[src/rtl/camera_capture.sv]
// camera_capture: turns an 8-bit DVP-style camera byte stream (PCLK domain) into RGB565 pixels.
//
// Ports:
//   clk          camera PCLK, the only clock
//   rst          asynchronous active-high reset
//   init_finish  camera-configured flag, asynchronous, double-synchronized here
//   vsync        frame boundary pulse (high between frames)
//   href         high while line bytes are valid
//   d            camera data byte
//   pixel_data   assembled pixel, first byte of the pair in [15:8]
//   pixel_valid  one-cycle strobe qualifying pixel_data / pixel_addr
//   pixel_addr   line*H_PIXELS + column of the strobed pixel
//   frame_done   high whenever no frame capture is in progress
//   frame_end    one-cycle pulse when a captured frame completes
//   line_err     sticky: odd byte count or pixel/line overrun seen
module camera_capture #(
    parameter int unsigned H_PIXELS   = 640,
    parameter int unsigned V_LINES    = 480,
    parameter int unsigned ADDR_WIDTH = 19
) (
    input  logic                  clk,
    input  logic                  rst,
    input  logic                  init_finish,
    input  logic                  vsync,
    input  logic                  href,
    input  logic [7:0]            d,
    output logic [15:0]           pixel_data,
    output logic                  pixel_valid,
    output logic [ADDR_WIDTH-1:0] pixel_addr,
    output logic                  frame_done,
    output logic                  frame_end,
    output logic                  line_err
);

    // Counters carry one extra value so "full" (H_PIXELS / V_LINES) is representable.
    localparam int unsigned ColW  = $clog2(H_PIXELS + 1);
    localparam int unsigned LineW = $clog2(V_LINES + 1);
    localparam logic [ColW-1:0]       HMax  = ColW'(H_PIXELS);
    localparam logic [LineW-1:0]      LMax  = LineW'(V_LINES);
    localparam logic [ADDR_WIDTH-1:0] HStep = ADDR_WIDTH'(H_PIXELS);

    typedef enum logic [1:0] {StIdle, StWaitVs, StCapture} state_e;

    state_e                state_q, state_d;
    logic                  init_s1_q, init_s2_q;
    logic                  vsync_q, vsync_prev_q;
    logic                  href_q, href_prev_q;
    logic [7:0]            d_q;
    logic                  phase_q, phase_d;
    logic [7:0]            hi_byte_q, hi_byte_d;
    logic [ColW-1:0]       col_q, col_d;
    logic [LineW-1:0]      line_q, line_d;
    logic [ADDR_WIDTH-1:0] row_base_q, row_base_d;
    logic [15:0]           pixel_data_q, pixel_data_d;
    logic                  pixel_valid_q, pixel_valid_d;
    logic [ADDR_WIDTH-1:0] pixel_addr_q, pixel_addr_d;
    logic                  frame_end_q, frame_end_d;
    logic                  line_err_q, line_err_d;

    logic vs_fall, vs_rise, href_fall;

    // Edges are taken between the registered copy and its one-cycle-older copy.
    assign vs_fall   = vsync_prev_q & ~vsync_q;
    assign vs_rise   = ~vsync_prev_q & vsync_q;
    assign href_fall = href_prev_q & ~href_q;

    always_comb begin
        state_d       = state_q;
        phase_d       = phase_q;
        hi_byte_d     = hi_byte_q;
        col_d         = col_q;
        line_d        = line_q;
        row_base_d    = row_base_q;
        pixel_data_d  = pixel_data_q;
        pixel_valid_d = 1'b0;
        pixel_addr_d  = pixel_addr_q;
        frame_end_d   = 1'b0;
        line_err_d    = line_err_q;

        if (!init_s2_q) begin
            // Losing configuration aborts silently: no frame_end.
            state_d = StIdle;
            phase_d = 1'b0;
        end else begin
            unique case (state_q)
                StIdle: begin
                    state_d    = StWaitVs;
                    line_err_d = 1'b0;
                end
                StWaitVs: begin
                    if (vs_fall) begin
                        state_d      = StCapture;
                        col_d        = '0;
                        line_d       = '0;
                        row_base_d   = '0;
                        pixel_addr_d = '0;
                        phase_d      = 1'b0;
                    end
                end
                StCapture: begin
                    if (vs_rise) begin
                        // Any half-assembled pixel is dropped here.
                        state_d     = StWaitVs;
                        frame_end_d = 1'b1;
                        phase_d     = 1'b0;
                    end else if (href_q) begin
                        if (!phase_q) begin
                            hi_byte_d = d_q;
                            phase_d   = 1'b1;
                        end else begin
                            phase_d = 1'b0;
                            if ((col_q < HMax) && (line_q < LMax)) begin
                                pixel_data_d  = {hi_byte_q, d_q};
                                pixel_valid_d = 1'b1;
                                pixel_addr_d  = row_base_q + ADDR_WIDTH'(col_q);
                                col_d         = col_q + ColW'(1);
                            end else begin
                                line_err_d = 1'b1;
                            end
                        end
                    end else if (href_fall) begin
                        if (phase_q) begin
                            phase_d    = 1'b0;
                            line_err_d = 1'b1;
                        end
                        col_d = '0;
                        // Only lines that produced pixels advance; line_q saturates at V_LINES.
                        if ((col_q != '0) && (line_q < LMax)) begin
                            line_d     = line_q + LineW'(1);
                            row_base_d = row_base_q + HStep;
                        end
                    end
                end
                default: state_d = StIdle;
            endcase
        end
    end

    always_ff @(posedge clk or posedge rst) begin
        if (rst) begin
            state_q       <= StIdle;
            init_s1_q     <= 1'b0;
            init_s2_q     <= 1'b0;
            vsync_q       <= 1'b0;
            vsync_prev_q  <= 1'b0;
            href_q        <= 1'b0;
            href_prev_q   <= 1'b0;
            d_q           <= '0;
            phase_q       <= 1'b0;
            hi_byte_q     <= '0;
            col_q         <= '0;
            line_q        <= '0;
            row_base_q    <= '0;
            pixel_data_q  <= '0;
            pixel_valid_q <= 1'b0;
            pixel_addr_q  <= '0;
            frame_end_q   <= 1'b0;
            line_err_q    <= 1'b0;
        end else begin
            state_q       <= state_d;
            init_s1_q     <= init_finish;
            init_s2_q     <= init_s1_q;
            vsync_q       <= vsync;
            vsync_prev_q  <= vsync_q;
            href_q        <= href;
            href_prev_q   <= href_q;
            d_q           <= d;
            phase_q       <= phase_d;
            hi_byte_q     <= hi_byte_d;
            col_q         <= col_d;
            line_q        <= line_d;
            row_base_q    <= row_base_d;
            pixel_data_q  <= pixel_data_d;
            pixel_valid_q <= pixel_valid_d;
            pixel_addr_q  <= pixel_addr_d;
            frame_end_q   <= frame_end_d;
            line_err_q    <= line_err_d;
        end
    end

    assign pixel_data  = pixel_data_q;
    assign pixel_valid = pixel_valid_q;
    assign pixel_addr  = pixel_addr_q;
    assign frame_done  = (state_q != StCapture);
    assign frame_end   = frame_end_q;
    assign line_err    = line_err_q;

endmodule

[config.mk]
export PLATFORM = sky130hd
export DESIGN_NAME = camera_capture
export DESIGN_NICKNAME = d
export VERILOG_FILES = /design/src/rtl/camera_capture.sv
export SDC_FILE = /design/constraint.sdc
export NUM_CORES = 1
export LEC_CHECK = 0
export ABC_AREA = 1
export BUFFER_PORTS_ARGS = -buffer_cell sky130_fd_sc_hd__buf_2
export CAP_MARGIN = 0
export CORE_UTILIZATION = 55
export CTS_BUF_LIST = sky130_fd_sc_hd__clkbuf_8
export CTS_CLUSTER_SIZE = 10
export DETAILED_ROUTE_END_ITERATION = 16
export GPL_TIMING_DRIVEN = 0
export PLACE_DENSITY = 0.75
export SYNTH_ARGS = -nofsm -noshare
export SYNTH_HDL_FRONTEND = slang
export SYNTH_SLANG_ARGS = --single-unit
[constraint.sdc]
create_clock -name clk -period 3.6 [get_ports clk]
set_clock_uncertainty 0.1 [all_clocks]
set_input_delay 0.54 -clock clk [delete_from_list [all_inputs] [get_ports clk]]
set_output_delay 0.54 -clock clk [all_outputs]
set_load 0.01 [all_outputs]
==> metrics, run 1 <==
status complete, no violations; Met3 Routed Length 580 um; H-tree levels 3; FP Rows 33; Area Overhead vs Synth 12.9%; Die H 95.7 um; Iter 0 DRT Violations 224; synthesized area 0.00483 sq mm; GRT Overall Usage 26.2%; num ports 52; Seq pwr share 52.1%; Clk pin slew, worst setup/hold paths 0.11 ns; CP max FO 10; wire length per cell 14.0 um; wl on met1 4960 um; FFs w/ async S/R, synth 100%; Tmin final 2.47 ns; slew at the pin with the worst max-slew slack 0.516 ns; PostCTS Resize Cnt 0; DRC viols 0; synth cell count leaders nand2_1, dfrtp_1, nor2_1; placed insts 780; max_cap viols 0; register area 0.00235 sq mm; Buffers on Ports 51; Pint 1.53 mW; Die ar. 0.00916 sq mm; Num CTS Buffers 9; Logic pwr share 16.2%; first-pass GRT wire length 18200 um; non-filler cells, final 796; CTS tree built; vias in the first global route 3873; fmax 0.405 GHz; initial antenna violation count 0; highest metal used met4; multi-input logic area 0.00215 sq mm; worst vdd ir 0.316 mV; Power per Cell Area 417 mW/mm^2; Yosys reg bits 94; CTS Root Cell clkbuf_8; Yosys warnings 0; synth top area cells dfrtp_1, nand2_1, nand3_1, nor2_1, inv_1; vias 4220; share of layout cells above drive strength 1 15.6%; # nets final 707; post-route cell area 0.00546 sq mm; clk buf depth 2; Fin Setup TNS 0 ns; Fill cells 736; # clock sinks 94; HP Class input pin to asynchronous set/reset pin; GR Overflow Total 0; met2 WL 5380 um; gpl congestion 0.914; crit share post-route 68.6%; register area share after synthesis 48.7%; number of distinct library cells after synthesis 33; post-CTS setup buffer count 0; Total Wirelength 11100 um; Post-synth EDFFs 0; RSZ-0062 raised after global routing no; n_diodes 0; max_slew headroom 65.6%; NetSw 747 uW; Top FF cell, synth dfrtp_1; sw frac 32.9%; via density per instance 5.30; final hold vios 0; Die Wd 95.7 um; Yosys top cell by area dfrtp_1; DP HPWL 7870 um; # hold bufs at CTS 0; largest net degree at the start of global routing 76; WP data arrival 1.83 ns; Power Total 2.27 mW; Synth Net Count 644; Core Region 0.00834 sq mm; Post-DRT Antenna Nets 0; final setup violation count 0; insertion delay to the later sink of the worst-skew pair 0.38 ns; Req. time, crit path 2.96 ns; WS Path Type flip-flop to output port; Synth Instances 623; Slew Limit Fails 0; most frequent cell after synthesis nand2_1; DRT Pass-1 Iters 5; leakage power 2.95 nW; Synth top area share 48.7%; Clk pwr share 31.7%; crit path capture type output port; Worst Setup Start Kind flip-flop; Initial Utilization 57.9%; average cell area after synthesis 7.76 sq um; Placed Area 0.00525 sq mm
[per-stage QoR]
step	hold slack, ns	utilization, %	setup WS, ns
finish	0.00133	65.4	1.13
CTS	0.00954	65.4	1.11
detailed placement	0.236	62.9	1.53
floorplan	0.231	-	0.511
global placement	0.237	62.6	-0.545
global route	0.0143	65.4	1.01
[power groups by stage]
stage | clock [mW] | sequential [mW] | combinational (mW)
after floorplan | 0 | 1.20 | 0.250
after global placement | 0 | 1.20 | 0.353
after detailed placement | 0 | 1.20 | 0.367
after CTS | 0.731 | 1.18 | 0.371
after global routing | 0.774 | 1.19 | 0.414
final | 0.721 | 1.18 | 0.369
[cell families after synthesis]
kind of cell | Yosys count | share of synthesized area [%]
compound gates | 60 | 6.97
xor+xnor | 8 | 1.45
fa+ha+maj | 8 | 2.07
buf+inv | 71 | 6.89
flops | 94 | 48.7
other cells | 1 | 0.0776
simple gates | 381 | 33.9
[flip-flops by register name, summed over array words and instances (netlist names)]
register	count
vsync_prev_q	1
frame_end	1
pixel_addr	19
init_s2_q	1
d_q	8
href_q	1
pixel_data	16
row_base_q	12
col_q	10
line_q	9
vsync_q	1
state_q	2
phase_q	1
pixel_valid	1
hi_byte_q	8
line_err	1
href_prev_q	1
init_s1_q	1
[cells in the final DEF (no fill, tap or decap), types with 5 or more instances in the layout]
| cell | netlist | layout |
|---|---|---|
| a21oi_1 | 14 | 14 |
| a21oi_2 | 7 | 7 |
| buf_2 | 5 | 56 |
| buf_6 | 6 | 6 |
| clkbuf_8 | 0 | 9 |
| dfrtp_1 | 94 | 94 |
| ha_1 | 8 | 8 |
| inv_1 | 48 | 47 |
| nand2_1 | 236 | 236 |
| nand3_1 | 52 | 52 |
| nand3b_1 | 5 | 5 |
| nand4_1 | 9 | 9 |
| nor2_1 | 58 | 58 |
| o21ai_0 | 26 | 26 |
| o21ai_1 | 9 | 9 |
| xor2_1 | 7 | 7 |
[path summary, 6_finish.rpt]
kind,start,end,slack (ns),depth (start not counted)
min reg2reg,init_s1_q$_DFF_PP0_,init_s2_q$_DFF_PP0_,0.26,0
max in group asynchronous,rst,state_q[0]$_DFFE_PP0P_,2.74,3
max,state_q[0]$_DFFE_PP0P_,frame_done,1.13,5
max reg2reg,col_q[9]$_DFFE_PP0P_,pixel_addr[10]$_DFFE_PP0P_,1.62,8
min in group clk,d[3],d_q[3]$_DFF_PP0_,0.16,1
min,rst,pixel_addr[14]$_DFFE_PP0P_,0.001,2
[area by class of cell]
| type | count | share of cell area (%) |
|---|---|---|
| flip-flops and latches | 94 | 43.1 |
| multi-input cells | 458 | 39.3 |
| repair buffers | 52 | 5.18 |
| inverters | 52 | 3.62 |
| plain buffers | 19 | 2.52 |
| well taps | 105 | 2.41 |
| clock buffers | 9 | 2.27 |
| clock inverters | 7 | 1.54 |
[worst max-delay path, cell delays in order (launching register included)]
cell,delay [ns]
dfrtp_1,0.43
inv_2,0.09
nand2_1,0.09
buf_4,0.19
clkbuf_1,0.43
buf_2,0.23
[per-layer routing]
layer | track usage [%] | vias up
met1 | 35.0 | 1984
met5 | 0 | -
li1 | - | 2100
met3 | 4.42 | 19
met4 | 9.70 | 0
met2 | 43.2 | 117
No activity file was read; power rests on OpenSTA's default activity.
==> inputs of run 2 (changes only) <==
--- a/config.mk
+++ b/config.mk
@@ -13,7 +13,7 @@
 export CTS_CLUSTER_SIZE = 10
 export DETAILED_ROUTE_END_ITERATION = 16
 export GPL_TIMING_DRIVEN = 0
-export PLACE_DENSITY = 0.75
+export PLACE_DENSITY = 0.78
 export SYNTH_ARGS = -nofsm -noshare
 export SYNTH_HDL_FRONTEND = slang
 export SYNTH_SLANG_ARGS = --single-unit
==> constraint.sdc (replaced) <==
create_clock -name clk -period 2.2 [get_ports clk]
set_clock_uncertainty 0.1 [all_clocks]
set_input_delay 0.33 -clock clk [delete_from_list [all_inputs] [get_ports clk]]
set_output_delay 0.33 -clock clk [all_outputs]
set_load 0.01 [all_outputs]
==> metrics, run 2 (synthesized netlist as in run 1, its figures left out) <==
HP Class flip-flop to flip-flop; most frequent cells in the layout nand2_1, dfrtp_1, nor2_1, buf_2, nand3_1; delay of the slowest critical-path stage 0.47 ns; DRT Pass-1 Iters 7; Die H 95.7 um; reg2reg path depth 8; first-pass GRT wire length 18500 um; Most Crowded Layer GR met2; post-CTS setup buffer count 0; Core Region 0.00834 sq mm; Tmin final 1.96 ns; R2R Path Start col_q[7]$_DFFE_PP0P_; final setup violation count 0; GRT met1 Usage 36.0%; DP HPWL 7910 um; Worst Setup Start Kind flip-flop; Clk pin slew, worst setup/hold paths 0.09 ns; crit share post-route 89.1%; Total Wirelength 11100 um; Top cell by count, worst path nand2_1; commonest non-fill, non-tap cell in the layout nand2_1; Critical path origin col_q[7]$_DFFE_PP0P_; GR Overflow Total 0; non-filler cells, final 808; largest net degree at the start of global routing 45; met3 Track Usage GR 4.03%; met2 usage 44.5%; n_diodes 0; RSZ-0062 raised after global routing no; # clock sinks 94; DRC viols 0; FP Rows 33; vias in the first global route 3934; Reg2Reg Capture Point pixel_addr[6]$_DFFE_PP0P_; leakage power 3.00 nW; vias 4241; Req. time, crit path 2.40 ns; via density per instance 5.25; CP max FO 10; Power Total 3.69 mW; wire length per cell 13.8 um; insertion delay to the later sink of the worst-skew pair 0.38 ns; clk buf depth 2; Slowest-stage cell, CP dfrtp_1; # nets final 719; Worst Setup EP pixel_addr[6]$_DFFE_PP0P_; WS Path Type flip-flop to flip-flop; final hold vios 0; CP cell instances inv_1 > nand2_1 > nand2_1 > nand4_2 > nor2_4 > buf_6 > nand3_1 > nand2_1; Die Wd 95.7 um; placed insts 781; status complete, no violations; Num CTS Buffers 9; CTS tree built; max reg flops 19; Area Overhead vs Synth 15.4%; Fill cells 743; fmax 0.510 GHz; max_cap viols 0; CTS Root Cell clkbuf_8; Post-DRT Antenna Nets 0; FF-to-FF setup slack 0.24 ns; num ports 52; Initial Utilization 57.9%; initial antenna violation count 0; crit path capture type flip-flop; worst vdd ir 0.542 mV; share of layout cells above drive strength 1 15.5%; gpl congestion 0.942; Buffers on Ports 51; Slew Limit Fails 0; Power per Cell Area 662 mW/mm^2; Fin Setup TNS 0 ns; WP data arrival 2.16 ns; H-tree levels 3; GRT Overall Usage 26.7%; Die ar. 0.00916 sq mm; Iter 0 DRT Violations 206
## run 2: changes by cell type in the layout (fill, tap and decap cells not counted)
| cell | before | now |
|---|---|---|
| inv_4 | 1 | 0 |
| buf_12 | 0 | 2 |
| clkinv_4 | 1 | 2 |
| inv_8 | 3 | 4 |
| clkinv_8 | 2 | 0 |
| dlygate4sd3_1 | 0 | 12 |
| clkbuf_1 | 4 | 3 |
| buf_16 | 1 | 0 |
| clkinvlp_4 | 0 | 1 |
## run 2: per-layer routing
layer | routed length (um) | up-vias
met1 | 5040 | 2002
met5 | 0 | -
met2 | 5460 | 101
met3 | 501 | 9
met4 | 135 | 0
li1 | - | 2129
## run 2: worst min path at each step
stage                              startpoint                  end  slack (ns)  cells after the start
after floorplan           init_s1_q$_DFF_PP0_  init_s2_q$_DFF_PP0_        0.23                      0
after global placement    init_s1_q$_DFF_PP0_  init_s2_q$_DFF_PP0_        0.23                      0
after detailed placement  init_s1_q$_DFF_PP0_  init_s2_q$_DFF_PP0_        0.23                      0
after CTS                 init_s1_q$_DFF_PP0_  init_s2_q$_DFF_PP0_        0.26                      0
after global routing      init_s1_q$_DFF_PP0_  init_s2_q$_DFF_PP0_        0.26                      0
final                     init_s1_q$_DFF_PP0_  init_s2_q$_DFF_PP0_        0.25                      0
## run 2: per-stage QoR
| stage | worst slack (ns) | utilization [%] | area, sq um | hold WS (ns) |
|---|---|---|---|---|
| 2_1_floorplan | 0.573 | - | 4840 | 0.231 |
| 3_3_place_gp | 0.0678 | 62.6 | 5220 | 0.234 |
| 3_5_place_dp | 0.258 | 63.1 | 5260 | 0.235 |
| 4_1_cts | 0.233 | 66.8 | 5570 | 0.256 |
| 5_1_grt | 0.0990 | 66.8 | 5570 | 0.264 |
| 6_report | 0.240 | 66.8 | 5570 | 0.254 |
## run 2: worst max-delay path, delay by kind of cell (launching register included)
family                 cells  cell delay, ns
DFF                        1            0.47
and+or+nand+nor            6            1.01
buffers and inverters      2            0.33
## run 2: power breakdown
part,switching [mW],internal [mW],leakage [nW]
logic,0.410,0.203,1.63
clock network,0.689,0.451,0.102
registers,0.0905,1.85,1.27
## run 2: area by class of cell
type                    count  area (sq um)  share of cell area (%)
clock inverters             7          71.3                    1.28
repair buffers             65           415                    7.45
clock buffers               9           124                    2.22
plain buffers              18           134                    2.40
multi-input cells         458          2150                    38.5
well taps                 105           131                    2.36
inverters                  52           199                    3.57
flip-flops and latches     94          2350                    42.2
## run 2: what timing repair did
item,in CTS,in global routing
hold buffers,12,0
setup endpoints to repair,1,0
endpoints found under the hold margin,26,0
resized for setup,0,0
